**config.mk**
```make
export PLATFORM = sky130hd
export DESIGN_NAME = jam_cost_table
export DESIGN_NICKNAME = d
export VERILOG_FILES = /design/src/rtl/jam_cost_table.sv
export SDC_FILE = /design/constraint.sdc
export NUM_CORES = 1
export LEC_CHECK = 0
export ABC_AREA = 1
export CAP_MARGIN = 20
export CORE_MARGIN = 5
export CORE_UTILIZATION = 55
export DETAILED_ROUTE_END_ITERATION = 8
export GPL_TIMING_DRIVEN = 0
export PLACE_DENSITY = 0.71
export SKIP_LAST_GASP = 1
export SYNTH_ARGS = -nofsm -noshare
export SYNTH_HDL_FRONTEND = slang
export SYNTH_SLANG_ARGS = --single-unit
export TNS_END_PERCENT = 20
```
**constraint.sdc**
```tcl
create_clock -name clk_i -period 2.45 [get_ports clk_i]
set_clock_uncertainty 0.05 [all_clocks]
set_input_delay 0.49 -clock clk_i [delete_from_list [all_inputs] [get_ports clk_i]]
set_output_delay 0.49 -clock clk_i [all_outputs]
set_load 0.1 [all_outputs]
```
**src/rtl/jam_cost_table.sv**
```systemverilog
// Worker/job cost table for the assignment engine. A row-major streaming load fills
// the NxN table, then (W,J) lookups are answered with a fixed one-cycle latency.
module jam_cost_table #(
  parameter int N_WORKER = 8,
  parameter int IDX_W    = 3,
  parameter int COST_W   = 7,
  parameter int CNT_W    = 16
) (
  input  logic              clk_i,
  input  logic              rst_ni,
  input  logic              ld_valid_i,
  output logic              ld_ready_o,
  input  logic [COST_W-1:0] ld_data_i,
  input  logic              ld_last_i,
  input  logic              clr_i,
  input  logic [IDX_W-1:0]  w_i,
  input  logic [IDX_W-1:0]  j_i,
  output logic [COST_W-1:0] cost_o,
  output logic              tbl_ready_o,
  output logic              err_o,
  output logic [CNT_W-1:0]  lookups_o
);

  localparam int PTR_W = 2 * IDX_W;
  localparam int DEPTH = N_WORKER * N_WORKER;
  localparam logic [PTR_W-1:0] PTR_LAST = PTR_W'(DEPTH - 1);

  typedef enum logic [1:0] {
    ST_LOAD  = 2'd0,
    ST_SERVE = 2'd1,
    ST_ERROR = 2'd2
  } state_e;

  state_e              state_q, state_d;
  logic [PTR_W-1:0]    ptr_q, ptr_d;
  logic [CNT_W-1:0]    lookups_q, lookups_d;
  logic [COST_W-1:0]   cost_q, cost_d;
  logic                accept_s;
  logic [COST_W-1:0]   mem_q [DEPTH];

  // Next-state, load pointer, lookup counter and cost selection
  always_comb begin
    state_d   = state_q;
    ptr_d     = ptr_q;
    lookups_d = lookups_q;
    cost_d    = {COST_W{1'b0}};
    accept_s  = 1'b0;
    if (clr_i) begin
      // CLR wins over any beat presented in the same cycle
      state_d   = ST_LOAD;
      ptr_d     = {PTR_W{1'b0}};
      lookups_d = {CNT_W{1'b0}};
    end else begin
      case (state_q)
        ST_LOAD: begin
          if (ld_valid_i) begin
            accept_s = 1'b1;
            ptr_d    = ptr_q + PTR_W'(1'b1);
            if (ptr_q == PTR_LAST) begin
              state_d = ld_last_i ? ST_SERVE : ST_ERROR;
            end else if (ld_last_i) begin
              state_d = ST_ERROR;
            end else begin
              state_d = ST_LOAD;
            end
          end else begin
            ptr_d = ptr_q;
          end
        end
        ST_SERVE: begin
          cost_d = mem_q[{w_i, j_i}];
          if (lookups_q != {CNT_W{1'b1}}) begin
            lookups_d = lookups_q + CNT_W'(1'b1);
          end else begin
            lookups_d = lookups_q;
          end
        end
        ST_ERROR: begin
          state_d = ST_ERROR;
        end
        default: begin
          state_d = ST_LOAD;
          ptr_d   = {PTR_W{1'b0}};
        end
      endcase
    end
  end

  // State, pointer, counter and cost registers
  always_ff @(posedge clk_i) begin
    if (!rst_ni) begin
      state_q   <= ST_LOAD;
      ptr_q     <= {PTR_W{1'b0}};
      lookups_q <= {CNT_W{1'b0}};
      cost_q    <= {COST_W{1'b0}};
    end else begin
      state_q   <= state_d;
      ptr_q     <= ptr_d;
      lookups_q <= lookups_d;
      cost_q    <= cost_d;
    end
  end

  // Table storage; contents survive reset and are rewritten by the next full load
  always_ff @(posedge clk_i) begin
    if (accept_s && rst_ni) begin
      mem_q[ptr_q] <= ld_data_i;
    end
  end

  assign ld_ready_o  = (state_q == ST_LOAD);
  assign tbl_ready_o = (state_q == ST_SERVE);
  assign err_o       = (state_q == ST_ERROR);
  assign cost_o      = cost_q;
  assign lookups_o   = lookups_q;

endmodule

```
==> flow_metrics.py, run 1 <==
metrics = {
    "status": {
        "status": "finished, violations left",
        "violations": "negative setup slack",
    },
    "final_layout": {
        "drive_gt1_frac": 0.102,
        "stdcell_count": 2371,
        "area_growth_pct": 13.6,
        "mostFrequentLayoutCells": "nand2_1, edfxtp_1, nand3_1",
        "design_area_um2": 22500,
        "fillCellCount": 2769,
        "fin_nets": 1897,
        "multi_input_area_um2": 5110,
        "final_common_cell": "nand2_1",
        "regArea_um2": 14100,
    },
    "placement": {
        "dpl.cell_count": 2275,
        "port_buffers": 40,
        "dp.final_hpwl_um": 35500,
        "place_area_um2": 20900,
        "place.gp.congestion": 0.969,
    },
    "synthesis": {
        "ys_types": 26,
        "avgSynthCellArea_um2": 11.2,
        "yosys_register_bits": 479,
        "syn-instance-count": 1767,
        "ys_seq_area_frac": 0.710,
        "yosys.area.top_type": "edfxtp_1",
        "ys_top_cells_by_area": "edfxtp_1, nand2_1, nand3_1",
        "netlist_area_um2": 19800,
        "synth_nets": 1791,
        "synth_top_area_share": 0.678,
        "ys.warnings.count": 0,
    },
    "clocking": {
        "clkSinkCount": 479,
        "cts_buffers": 47,
        "cts_hold_buf": 0,
        "clock_path_buffers": 3,
        "cts-htree-levels": 2,
        "clkLatencyLatePin_ns": 0.58,
        "path_clk_slew_ns": 0.06,
        "cts_tree": "done",
        "cts_root_buffer": "clkbuf_16",
    },
    "critical_path": {
        "arrival_ns": 2.27,
        "slowest_delay_ns": 1.20,
        "reg2reg_depth": 6,
        "cp_cell_sequence": "clkdlybuf4s50_1",
        "timing.critical_path.buf_inv": 1,
        "critical_path_required_ns": 1.91,
        "critPathKind": "register to output pin",
        "cp_num_cells": 1,
        "crit_slowest_cell": "clkdlybuf4s50_1",
        "start_kind": "register",
        "critPathMaxFanout": 7,
        "end_kind": "output pin",
        "critPathTopFamily": "buffers and inverters",
    },
    "detailed_routing": {
        "drt-total-wl_um": 53200,
        "ant_nets": 0,
        "vias": 13768,
        "viasPerCell": 5.81,
        "first_pass_iters": 6,
        "drtIter0Drc": 1574,
        "wl_per_cell_um": 22.4,
        "drc": 0,
    },
    "timing": {
        "worst_slack_ns": -0.362,
        "slew_headroom": 0.310,
        "rsz0062_at_grt": "yes",
        "slew_violations": 0,
        "fmax_ghz": 0.356,
        "tightest_slew_ns": 1.03,
        "setup_viol_count_final": 143,
        "period_share": 1.15,
        "fin_crit_ns": 2.81,
        "hold_violations": 0,
    },
    "power": {
        "leakagePower_nw": 8.08,
        "ir_drop_mv": 0.506,
        "powerDensity_nw_per_um2": 746,
    },
    "die": {
        "start_util": 0.558,
        "fp.dieW_um": 200,
        "rows": 69,
        "coreArea_um2": 35600,
        "io-pin-count": 44,
        "die-area_um2": 40000,
        "fp.dieH_um": 200,
    },
    "global_route": {
        "grt_first_pass_wirelength_um": 79300,
        "grt_max_degree": 47,
        "overflow": 0,
        "grt_pass1_vias": 13144,
        "antenna_found_initial": 1,
        "track_usage": 0.269,
    },
    "run": {
        "drv_cap": 0,
    },
    "min_path": {
        "min_path_type": "input port to register",
        "hold_path_depth": 3,
    },
}
-- worst paths after layout --
kind / endpoint / slack [ns] / from
worst max-delay path: lookups_o[5] / -0.36 / lookups_o[5]
worst min-delay path: cost_o[3] / 0.27 / w_i[2]
worst max register to register: mem_q[39][3] / -0.31 / state_q[0]
worst min register to register: lookups_o[0] / 0.47 / lookups_o[0]
-- final cells by class --
cell class	count	area share
diodes	1	0.000111
plain buffers	100	0.0269
clock buffers	63	0.0567
clock inverters	22	0.00616
inverters	43	0.00739
multi-input cells	1145	0.227
flip-flops and latches	479	0.625
well taps	461	0.0256
repair buffers	57	0.0257
-- per-stage QoR --
stage                     TNS (ns)  power (mW)  setup slack [ns]  utilization  hold slack [ns]
after floorplan                  0        9.74             0.110            -            0.482
after global placement     -823.76        10.2             -1.21        0.585            0.449
after detailed placement   -365.19        10.2             -1.01        0.588            0.454
after CTS                   -51.92        16.8            -0.478        0.631            0.243
after global routing        -52.71        17.3            -0.401        0.633            0.253
final                       -21.96        16.8            -0.362        0.633            0.272
-- registers in the layout, indices dropped and copies added (netlist names) --
signal     cells
lookups_o     16
cost_o         7
state_q        2
mem_q        448
ptr_q          6
-- where the power goes --
| group | internal [mW] | switching (mW) |
|---|---|---|
| Sequential | 8.94 | 0.00603 |
| Combinational | 0.303 | 0.821 |
| Clock | 3.76 | 2.98 |
| Total | 13.0 | 3.81 |
-- kinds of logic (layout without fill, tap and decap cells) --
family / count (synthesis) / in the layout / synth area share
adders and majority gates: 6 / 6 / 0.00379
DFF: 479 / 479 / 0.710
xor gates and xnor gates: 2 / 2 / 0.000883
buffers and inverters: 143 / 285 / 0.0390
AOI/OAI and AO/OA: 44 / 44 / 0.0121
and+or+nand+nor: 1093 / 1093 / 0.235
other: 0 / 1 / 0
-- metal layers --
| layer | vias to the layer above | track usage | share of wire |
|---|---|---|---|
| met4 | 0 | 0.108 | 0.044 |
| li1 | 6398 | - | - |
| met1 | 6533 | 0.387 | 0.40 |
| met2 | 705 | 0.406 | 0.45 |
| met5 | - | 0 | 0 |
| met3 | 132 | 0.0616 | 0.10 |
-- cell usage after synthesis, drive strengths merged --
cell type  count
a31oi          1
nor2          79
edfxtp       448
nand4          7
o21ai         12
clkbuf        15
and2           1
nor4           1
a21oi         24
nand3        396
dfxtp         31
nor3          13
ha             6
nand2        595
nor3b          1
buf           85
xor2           2
a211oi         7
inv           43
-- repair_timing --
action                     4_1_cts  5_1_grt
pin swaps                        4        0
gates resized for setup         14       27
buffers inserted                10        0
setup endpoints to repair      467      322
(Power assumes the default switching activity.)
==> inputs of run 2 (changes only) <==
Settings changed: CORE_ASPECT_RATIO set to 1.4.
==> run 2 against run 1 <==
The flow still finishes with violations (negative setup slack); routed wire length up 1.3%; highest routed layer unchanged; worst setup slack better by 0.073 ns; critical path depth up 2; sequential power about the same; sequential share of layout area down 0.14 points; register-to-register slack better by 0.03 ns; power up 1.8%; design area up 0.22%.
==> flow_metrics.py, run 2 (same netlist as run 1, synthesis figures left out) <==
metrics = {
    "global_route": {
        "grt_first_pass_wirelength_um": 79700,
        "grt_pass1_vias": 13443,
        "overflow": 0,
        "grt_max_degree": 47,
        "track_usage": 0.266,
        "antenna_found_initial": 0,
    },
    "detailed_routing": {
        "viasPerCell": 5.86,
        "drtIter0Drc": 1700,
        "first_pass_iters": 8,
        "drc": 0,
        "vias": 13883,
        "ant_nets": 0,
        "wl_per_cell_um": 22.8,
        "drt-total-wl_um": 53900,
    },
    "final_layout": {
        "top_register": "mem_q",
        "final_common_cell": "nand2_1",
        "largest_register_ffs": 448,
        "antennaDiodeCount": 0,
        "mostFrequentLayoutCells": "nand2_1, edfxtp_1, nand3_1",
        "area_growth_pct": 13.9,
        "drive_gt1_frac": 0.103,
        "fin_nets": 1893,
        "final_util": 0.632,
        "stdcell_count": 2368,
    },
    "placement": {
        "dpl.cell_count": 2276,
        "dp.final_hpwl_um": 36400,
        "port_buffers": 40,
        "place.gp.congestion": 0.977,
    },
    "critical_path": {
        "critPathTopFamily": "buffers and inverters",
        "start_kind": "register",
        "crit_slowest_cell": "dlygate4sd2_1",
        "timing.critical_path.buf_inv": 2,
        "critPathKind": "register to output pin",
        "timing.rr.start": "state_q[0]",
        "slowest_delay_ns": 0.89,
        "crit_start": "state_q[1]",
        "critPathMaxFanout": 5,
        "end_kind": "output pin",
        "critical_path_required_ns": 1.91,
        "cp_cell_sequence": "inv_1 -> ha_1 -> dlygate4sd2_1",
        "arrival_ns": 2.20,
    },
    "run": {
        "drv_cap": 0,
    },
    "die": {
        "start_util": 0.555,
        "io-pin-count": 44,
        "fp.dieW_um": 170,
        "rows": 82,
        "coreArea_um2": 35700,
        "die-area_um2": 40000,
        "fp.dieH_um": 235,
    },
    "timing": {
        "rsz0062_at_grt": "yes",
        "slew_violations": 0,
        "period_share": 1.12,
        "hold_violations": 0,
        "setup_viol_count_final": 180,
        "slew_headroom": 0.343,
        "worst_slack_ns": -0.289,
        "fmax_ghz": 0.365,
        "tightest_slew_ns": 0.982,
        "fin_crit_ns": 2.74,
    },
    "clocking": {
        "cts_tree": "done",
        "clock_path_buffers": 3,
        "clkSinkCount": 479,
        "cts-htree-levels": 2,
        "cts_buffers": 45,
        "clkLatencyLatePin_ns": 0.57,
        "cts_root_buffer": "clkbuf_16",
        "path_clk_slew_ns": 0.07,
    },
    "power": {
        "powerDensity_nw_per_um2": 758,
        "power_mw": 17.1,
        "leakagePower_nw": 8.08,
        "ir_drop_mv": 0.806,
    },
    "status": {
        "status": "finished, violations left",
        "violations": "negative setup slack",
    },
    "min_path": {
        "worstHoldStart": "w_i[2]",
        "min_path_type": "input port to register",
    },
}
-- run 2: worst register-to-register path, cell delays in order (launching register included) --
cell,delay (ns)
dfxtp_1,0.31
inv_1,0.14
ha_4,0.19
inv_1,0.08
nor3_4,0.36
nand2_1,0.42
nor2_1,0.81
-- run 2: metal layers --
layer | global-route usage | share of wire
met1 | 0.326 | 0.35
met2 | 0.443 | 0.50
met3 | 0.0373 | 0.080
met4 | 0.161 | 0.069
met5 | 0 | 0
-- run 2: layout make-up --
class,count,area [um2]
Multi-Input combinational cell,1145,5100
Inverter,43,166
Timing Repair Buffer,55,564
Clock buffer,58,1230
Fill cell,2765,13100
Buffer,100,607
Sequential cell,479,14100
Tap cell,462,578
Clock inverter,26,260
-- run 2: through the flow --
stage                     hold slack [ns]  setup slack, ns  TNS, ns  instance area [um2]
after floorplan                     0.482            0.110        0                19800
after detailed placement            0.452           -0.962  -359.36                20900
final                               0.238           -0.289   -23.74                22600
after global routing                0.235           -0.393   -47.68                22600
after global placement              0.438            -1.12  -820.95                20800
after CTS                           0.218           -0.453   -79.20                22500
-- run 2: where the power goes --
group / leakage [nW] / internal [mW] / switching [mW] / total [mW]
clock network: 0.722 / 4.07 / 2.97 / 7.04
registers: 4.28 / 8.94 / 0.00571 / 8.95
logic: 3.08 / 0.303 / 0.828 / 1.13
total: 8.08 / 13.3 / 3.80 / 17.1
-- run 2: path summary, 6_finish.rpt --
| kind | endpoint | slack (ns) | cells after the start |
|---|---|---|---|
| worst min register to register | lookups_o[11] | 0.46 | 2 |
| worst min-delay path | cost_o[2] | 0.24 | 3 |
| worst max register to register | mem_q[39][4] | -0.28 | 6 |
| worst max-delay path | tbl_ready_o | -0.29 | 3 |
-- run 2: what timing repair did --
item,in CTS,in global routing
resized for setup,18,22
setup buffers,6,2
pin swaps,3,2
hold buffers,0,0
endpoints found under the setup margin,460,370
==> inputs of run 3 (changes only) <==
Settings changed: CAP_MARGIN 20 to not set, CORE_UTILIZATION 55 to 42, PLACE_DENSITY 0.71 to 0.57.
==> run 3 against run 2 <==
Sequential cell count stayed put; the run still ends with negative setup slack left; core utilization decreased by 15 points; worst setup slack got worse by 0.27 ns; critical endpoint is now mem_q[26][3]; combinational power is essentially flat; global-route usage is 5.1 points lower; count of clock-buffer cells in the layout shrank 3; sequential share of layout area fell by 0.40 points; non-clock buffer count fell by 3; critical path depth up 3; design area increased by 0.65%.
==> flow_metrics.py, run 3 (same netlist as run 1, synthesis figures left out) <==
metrics = {
    "min_path": {
        "min_path_type": "input port to register",
    },
    "timing": {
        "worst_slack_ns": -0.555,
        "slew_headroom": 0.324,
        "fmax_ghz": 0.333,
        "setup_viol_count_final": 256,
        "period_share": 1.23,
        "tightest_slew_ns": 1.01,
        "fin_crit_ns": 3.01,
        "slew_violations": 0,
        "rsz0062_at_grt": "yes",
        "hold_violations": 0,
    },
    "power": {
        "clkPwrFrac": 0.418,
        "power_mw": 17.3,
        "combPwrFrac": 0.066,
        "p_sw_mw": 3.85,
        "intPower_mw": 13.5,
        "ir_drop_mv": 0.522,
        "swShare": 0.222,
        "powerDensity_nw_per_um2": 763,
        "power.share.sequential": 0.516,
        "leakagePower_nw": 8.08,
    },
    "die": {
        "fp.dieW_um": 194,
        "io-pin-count": 44,
        "start_util": 0.423,
        "fp.dieH_um": 267,
        "rows": 94,
        "coreArea_um2": 46900,
        "die-area_um2": 51700,
    },
    "detailed_routing": {
        "ant_nets": 0,
        "viasPerCell": 5.35,
        "drtIter0Drc": 1353,
        "wl_per_cell_um": 22.5,
        "first_pass_iters": 6,
        "drt-total-wl_um": 56800,
        "drc": 0,
        "vias": 13516,
    },
    "final_layout": {
        "fillCellCount": 4257,
        "area_growth_pct": 14.6,
        "antennaDiodeCount": 0,
        "fin_nets": 1890,
        "final_common_cell": "nand2_1",
        "largest_register_ffs": 448,
        "drive_gt1_frac": 0.0988,
        "design_area_um2": 22700,
        "mostFrequentLayoutCells": "nand2_1, edfxtp_1, nand3_1",
        "top_register": "mem_q",
    },
    "critical_path": {
        "start_kind": "register",
        "end_kind": "register",
        "arrival_ns": 3.16,
        "critPathMaxFanout": 8,
        "critPathKind": "register to register",
        "critical_path_required_ns": 2.60,
    },
    "placement": {
        "place_ws_ns": -1.13,
        "port_buffers": 40,
        "place_area_um2": 21100,
        "dp.final_hpwl_um": 39000,
        "place.gp.congestion": 0.913,
    },
    "clocking": {
        "clkSinkCount": 479,
        "cts_buffers": 45,
        "cts-htree-levels": 2,
        "cts_hold_buf": 0,
        "cts_root_buffer": "clkbuf_16",
        "clkLatencyLatePin_ns": 0.57,
        "cts_tree": "done",
        "clock_path_buffers": 3,
        "path_clk_slew_ns": 0.06,
    },
    "global_route": {
        "grt_first_pass_wirelength_um": 83400,
        "track_usage": 0.215,
        "antenna_found_initial": 0,
        "grt_pass1_vias": 13105,
        "grt_max_degree": 65,
        "overflow": 0,
    },
    "status": {
        "violations": "negative setup slack",
        "status": "finished, violations left",
    },
    "run": {
        "drv_cap": 0,
    },
}
-- run 3: metal layers --
metal / wire length [um] / track usage / vias to the layer above
met4: 2180 / 0.0885 / 0
met2: 29900 / 0.390 / 446
met5: 0 / 0 / -
met3: 2700 / 0.0239 / 99
met1: 22100 / 0.262 / 6619
li1: - / - / 6352
-- run 3: repair_timing --
| item | CTS | global route |
|---|---|---|
| resized for setup | 14 | 16 |
| buffers inserted | 4 | 3 |
| gates cloned | 0 | 0 |
| setup endpoints to repair | 481 | 422 |
| pin swaps | 2 | 1 |
-- run 3: final timing paths --
check	from	to	slack (ns)	cells past startpoint
worst min-delay path	ld_data_i[3]	mem_q[25][3]	0.36	1
worst max-delay path	state_q[0]	mem_q[26][3]	-0.56	6
worst max register to register	state_q[0]	mem_q[26][3]	-0.56	6
worst min register to register	lookups_o[11]	lookups_o[11]	0.46	2
-- run 3: cell type report --
cell class                      count  area (um2)  share of cell area
Buffer                            100         607              0.0267
Multi-Input combinational cell   1145        5060               0.223
Clock inverter                     28         313              0.0138
Sequential cell                   479       14100               0.619
Clock buffer                       55        1210              0.0531
Timing Repair Buffer               52         518              0.0228
Inverter                           43         166             0.00732
Tap cell                          624         781              0.0344
-- run 3: power groups by stage --
stage	logic (mW)	registers, mW	clock network, mW
floorplan	0.608	9.13	0
global placement	1.11	9.15	0
detailed placement	1.13	9.13	0
CTS	1.14	8.95	7.33
global route	1.23	8.94	7.67
finish	1.14	8.95	7.25
-- run 3: through the flow --
stage	std cells	hold WS (ns)	TNS [ns]	util
floorplan	1767	0.482	0	-
global placement	2431	0.442	-912.79	0.448
detailed placement	2436	0.447	-400.67	0.450
CTS	2523	0.347	-147.59	0.483
global route	2526	0.362	-127.20	0.484
finish	2526	0.361	-92.20	0.484
-- run 3: worst max-delay path: stages, from the launching register on --
cell     delay [ns]
dfxtp_1        0.32
inv_1          0.14
ha_4           0.20
inv_1          0.08
nor3_4         0.32
nand3_1        0.68
nor2_1         0.85
